<file path="config.mk">
export PLATFORM = sky130hd
export DESIGN_NAME = mem_port_arbiter
export DESIGN_NICKNAME = d
export VERILOG_FILES = /design/src/rtl/core_pkg.sv /design/src/rtl/arb_starve_prio.sv /design/src/rtl/mem_port_arbiter.sv
export SDC_FILE = /design/constraint.sdc
export NUM_CORES = 1
export LEC_CHECK = 0
export CAP_MARGIN = 25
export CORE_AREA = 2 2 107 109
export DETAILED_ROUTE_END_ITERATION = 8
export DIE_AREA = 0 0 109 111
export PLACE_DENSITY_LB_ADDON = 0.08
export SLEW_MARGIN = 20
export SYNTH_ARGS = -nofsm -noshare
export SYNTH_HDL_FRONTEND = slang
export SYNTH_SLANG_ARGS = --single-unit
</file>
<file path="constraint.sdc">
create_clock -name clk -period 3.2 [get_ports clk]
set_clock_uncertainty 0.2 [all_clocks]
set_input_delay 0.48 -clock clk [delete_from_list [all_inputs] [get_ports clk]]
set_output_delay 0.48 -clock clk [all_outputs]
set_load 0.01 [all_outputs]
</file>
<file path="src/rtl/core_pkg.sv">
// rtl/core_pkg.sv - shared encodings for the memory port arbiter
package core_pkg;

  localparam int XLEN  = 32;
  // Wide enough to count a read latency of up to 4 cycles
  localparam int LAT_W = 3;

  typedef enum logic {
    ST_IDLE = 1'b0,
    ST_BUSY = 1'b1
  } state_t;

  typedef enum logic {
    OWN_IF = 1'b0,
    OWN_D  = 1'b1
  } owner_t;

endpackage

</file>
<file path="src/rtl/arb_starve_prio.sv">
// rtl/arb_starve_prio.sv - data-first two-way arbiter with fetch starvation guard
module arb_starve_prio #(
  parameter int  STARVE_MAX = 4,
  localparam int CNT_W      = $clog2(STARVE_MAX + 1)
) (
  input  logic       clk,
  input  logic       rst,
  input  logic       if_valid,
  input  logic       d_valid,
  input  logic       accept,
  output logic [1:0] grant
);

  // Consecutive data grants handed out while fetch was left waiting
  logic [CNT_W-1:0] starve_cnt;

  // One-hot grant: bit 0 = fetch, bit 1 = data; data wins until fetch has waited too long
  always_comb begin
    grant = 2'b00;
    if (d_valid && (!if_valid || (starve_cnt < CNT_W'(STARVE_MAX)))) begin
      grant = 2'b10;
    end else if (if_valid) begin
      grant = 2'b01;
    end
  end

  // Starvation counter: cleared by a fetch grant, saturating bump when data jumps a waiting fetch
  always_ff @(posedge clk) begin
    if (rst) begin
      starve_cnt <= '0;
    end else if (accept) begin
      if (grant[0]) begin
        starve_cnt <= '0;
      end else if (grant[1] && if_valid && (starve_cnt != CNT_W'(STARVE_MAX))) begin
        starve_cnt <= starve_cnt + CNT_W'(1);
      end
    end
  end

endmodule

</file>
<file path="src/rtl/mem_port_arbiter.sv">
// rtl/mem_port_arbiter.sv - shares one single-port memory between fetch and load/store
module mem_port_arbiter
  import core_pkg::*;
#(
  parameter int ADDR_W      = 32,
  parameter int DATA_W      = XLEN,
  parameter int MEM_LATENCY = 1,
  parameter int STARVE_MAX  = 4
) (
  input  logic                clk,
  input  logic                rst,
  input  logic                if_req_valid,
  output logic                if_req_ready,
  input  logic [ADDR_W-1:0]   if_req_addr,
  output logic                if_resp_valid,
  output logic [DATA_W-1:0]   if_resp_data,
  input  logic                d_req_valid,
  output logic                d_req_ready,
  input  logic [ADDR_W-1:0]   d_req_addr,
  input  logic                d_req_we,
  input  logic [DATA_W-1:0]   d_req_wdata,
  input  logic [DATA_W/8-1:0] d_req_wstrb,
  output logic                d_resp_valid,
  output logic [DATA_W-1:0]   d_resp_data,
  output logic                mem_en,
  output logic                mem_we,
  output logic [ADDR_W-1:0]   mem_addr,
  output logic [DATA_W-1:0]   mem_wdata,
  output logic [DATA_W/8-1:0] mem_wstrb,
  input  logic [DATA_W-1:0]   mem_rdata
);

  state_t           state_q, state_d;
  owner_t           owner_q;
  logic             we_q;
  logic [LAT_W-1:0] lat_cnt_q;
  logic [1:0]       grant;
  logic             accept;

  arb_starve_prio #(
    .STARVE_MAX(STARVE_MAX)
  ) u_arb (
    .clk      (clk),
    .rst      (rst),
    .if_valid (if_req_valid),
    .d_valid  (d_req_valid),
    .accept   (accept),
    .grant    (grant)
  );

  // Request steering in IDLE, response routing in BUSY; everything forced low while in reset
  always_comb begin
    state_d       = state_q;
    accept        = 1'b0;
    if_req_ready  = 1'b0;
    d_req_ready   = 1'b0;
    if_resp_valid = 1'b0;
    if_resp_data  = '0;
    d_resp_valid  = 1'b0;
    d_resp_data   = '0;
    mem_en        = 1'b0;
    mem_we        = 1'b0;
    mem_addr      = '0;
    mem_wdata     = '0;
    mem_wstrb     = '0;
    if (!rst) begin
      case (state_q)
        ST_IDLE: begin
          if_req_ready = grant[0];
          d_req_ready  = grant[1];
          accept       = |grant;
          mem_en       = accept;
          if (grant[1]) begin
            mem_we    = d_req_we;
            mem_addr  = d_req_addr;
            mem_wdata = d_req_wdata;
            mem_wstrb = d_req_wstrb;
          end else if (grant[0]) begin
            mem_addr = if_req_addr;
          end
          if (accept) begin
            state_d = ST_BUSY;
          end
        end
        ST_BUSY: begin
          if (lat_cnt_q == LAT_W'(MEM_LATENCY)) begin
            if (owner_q == OWN_D) begin
              d_resp_valid = 1'b1;
              d_resp_data  = we_q ? '0 : mem_rdata;
            end else begin
              if_resp_valid = 1'b1;
              if_resp_data  = mem_rdata;
            end
            state_d = ST_IDLE;
          end
        end
        default: state_d = ST_IDLE;
      endcase
    end
  end

  // Transaction bookkeeping: who owns the in-flight access and how long it has been out
  always_ff @(posedge clk) begin
    if (rst) begin
      state_q   <= ST_IDLE;
      owner_q   <= OWN_IF;
      we_q      <= 1'b0;
      lat_cnt_q <= '0;
    end else begin
      state_q <= state_d;
      if (accept) begin
        owner_q   <= grant[1] ? OWN_D : OWN_IF;
        we_q      <= grant[1] & d_req_we;
        lat_cnt_q <= LAT_W'(1);
      end else if (state_q == ST_BUSY) begin
        lat_cnt_q <= lat_cnt_q + LAT_W'(1);
      end
    end
  end

endmodule
</file>
==> results.txt, run 1 <==
Slew Limit Fails -> 0
crit path capture type -> output port
Synth top area share -> 0.433
cts hold-fix bufs -> 0
sequential fraction of the synthesis area -> 0.124
I/O Buffers -> 274
Mapped Area -> 1460 µm²
worst-margin pin slew -> 510 ps
Period minus WS final -> 3040 ps
Core Area -> 11100 µm²
R2R cell count -> 4
synthesized netlist net count -> 344
vias in the first global route -> 2517
status -> completed
Final Power -> 0.839 mW
Max-cap violations -> 0
Detailed Place HPWL -> 7.94 mm
Wirelength per Cell -> 16.0 µm
Worst Path Required -> 2520 ps
top post-synthesis cells by area -> and2_1, a22o_1, dfxtp_1, ha_1, clkbuf_1
Starting DRT DRC Count -> 72
DRT Pass-1 Iters -> 4
buffer depth of the longest clock path -> 2
Skew-Pair Late Insertion Delay -> 230 ps
setup ws final -> 158 ps
total grt overflow -> 0
share of cells above drive strength 1 -> 0.0422
RSZ-0062 raised after global routing -> no
Nets -> 616
initial antenna violation count -> 0
hold endpoint -> u_arb.starve_cnt[1]
Hold Vio Cnt, Final -> 0
Leakage -> 1.75 nW
post-route clock period utilization -> 0.951
vias per std cell -> 3.99
H-tree depth -> 1
Crit Path Max Fanout -> 30
CTS tree -> yes
Vias -> 2459
synthesized flop and latch total -> 9
GPL Wtd Cong -> 0.809
area of the die -> 12100 µm²
synth unique cells -> 25
R2R Path End -> we_q
CTS Buf Count -> 3
residual DRC count -> 0
clk sinks -> 9
die height -> 111 µm
Worst R2R Setup Slack -> 1600 ps
Setup crit start kind -> primary input
total global-route track usage -> 0.151
width of the chip -> 109 µm
Ys Warns -> 0
Setup Viol. Count Final -> 0
Place WS -> -39.3 ps
Worst Hold Launch -> u_arb.starve_cnt[1]
largest net degree at the start of global routing -> 34
wirelength, routed -> 9.89 mm
Worst VDD drop -> 0.126 mV
hold path depth -> 2
remaining antenna violation count -> 0
crit path DAT -> 2360 ps
synthesized instance count -> 203
average size of a mapped cell -> 7.18 µm²
clock root buffer -> clkbuf_16
I/O pin count -> 275
HP Class -> register to register
RR Startpoint -> state_q
area leader, netlist -> and2_1
Syn-to-layout area delta -> 214%
Rel. slew slack -> 0.660
first-pass GRT wire length -> 14.1 mm
PD cells -> 183 nW/µm²
FMAX -> 329 MHz
num rows -> 39
CP Class -> primary input to output port
Diodes inserted -> 0
Starting Density -> 0.132
Clock transition at path regs -> 40 ps
final cells by class:
class | instances | area (µm²)
repair buffers | 285 | 2900
fillers | 1098 | 6490
clock buffers | 4 | 78.8
multi-input cells | 170 | 1220
inverters | 6 | 22.5
well taps | 143 | 179
flip-flops and latches | 9 | 180
routing by layer:
metal,GRT usage,wire (µm)
met4,0.0256,97
met5,0,0
met1,0.155,3460
met3,0.0459,1160
met2,0.296,5170
power breakdown:
group / switching (mW) / internal, mW
sequential: 0.0133 / 0.121
combinational: 0.160 / 0.324
clock: 0.0541 / 0.167
total: 0.228 / 0.611
through the flow:
step           area [µm²]   util  instances  TNS, ps  hold slack [ps]
3_3_place_gp         4430  0.400        610    -82.6              263
4_1_cts              4550  0.411        617        0              275
6_report             4580  0.414        617        0              270
5_1_grt              4580  0.414        617        0              297
3_5_place_dp         4430  0.400        610     -141              269
2_1_floorplan        1460      -        203        0              244
synth_stat cells:
master	n
clkbuf_1	13
a22o_1	33
nor2b_1	2
nand3_1	2
a21o_1	1
ha_1	4
xor2_1	1
nor2_1	5
a211oi_1	2
nand4bb_1	1
nand2b_1	2
inv_1	6
nand2_1	4
buf_2	5
o21a_1	1
and2_1	101
nor4_1	1
dfxtp_1	9
nand4b_1	1
nor3_1	2
a31o_2	1
a21oi_1	3
o21ai_0	1
nor3_2	1
a2111oi_4	1
flip-flops by register name, summed over array words and instances (netlist names):
register / cells
u_arb.starve_cnt: 3
lat_cnt_q: 3
state_q: 1
we_q: 1
owner_q: 1
worst max-delay path: stages:
cell and delay, ps:
clkdlybuf4s15_1 240, inv_1 100, a2111oi_4 350, buf_4 180
bufbuf_16 310, a22o_1 160, clkdlybuf4s50_1 540
repair_timing:
action                     in CTS  in global routing
gates resized for setup         2                  7
gates cloned                    1                  0
setup buffers                   2                  0
pin swaps                       1                  0
setup endpoints to repair      12                 94
cells by family after synthesis:
family / synth area share
compound gates: 0.258
xor+xnor: 0.00601
fa+ha+maj: 0.0343
buf+inv: 0.0661
flops: 0.124
simple gates: 0.512
how the worst max path moves through the flow:
stage                            from                to  slack [ps]  cells after the start
after global routing      d_req_valid      mem_addr[11]          20                      7
after CTS                         rst    d_resp_data[1]          10                      6
after global placement            rst       mem_addr[5]         -20                      5
after detailed placement          rst       mem_addr[5]         -40                      5
after floorplan                   rst  if_resp_data[22]         950                      5
final                     d_req_valid      mem_addr[30]         160                      7
cell usage in the layout, fill, tap and decap left out, types with 2 or more instances in the layout:
| cell | n |
|---|---|
| clkdlybuf4s50_1 | 270 |
| and2_1 | 101 |
| a22o_1 | 33 |
| dfxtp_1 | 9 |
| inv_1 | 6 |
| buf_4 | 6 |
| nor2_1 | 4 |
| nand2_1 | 4 |
| ha_1 | 4 |
| buf_12 | 4 |
| a21oi_1 | 3 |
| clkbuf_16 | 3 |
| nor2b_1 | 2 |
| nand2b_1 | 2 |
| nor3_4 | 2 |
| a211oi_1 | 2 |
| nand3_1 | 2 |
| dlymetal6s2s_1 | 2 |
Power figures use the tool's default switching activity.
==> run 2, diff against run 1 <==
--- a/config.mk
+++ b/config.mk
@@ -5,7 +5,6 @@
 export SDC_FILE = /design/constraint.sdc
 export NUM_CORES = 1
 export LEC_CHECK = 0
-export CAP_MARGIN = 25
 export CORE_AREA = 2 2 107 109
 export DETAILED_ROUTE_END_ITERATION = 8
 export DIE_AREA = 0 0 109 111
==> results of run 2 <==
Final layout, timing and power as in run 1 (identical DEF).
==> run 3, diff against run 2 <==
--- a/config.mk
+++ b/config.mk
@@ -8,6 +8,7 @@
 export CORE_AREA = 2 2 107 109
 export DETAILED_ROUTE_END_ITERATION = 8
 export DIE_AREA = 0 0 109 111
+export GPL_TIMING_DRIVEN = 1
 export PLACE_DENSITY_LB_ADDON = 0.08
 export SLEW_MARGIN = 20
 export SYNTH_ARGS = -nofsm -noshare
==> results of run 3 <==
Final layout, timing and power as in run 1 (identical DEF).
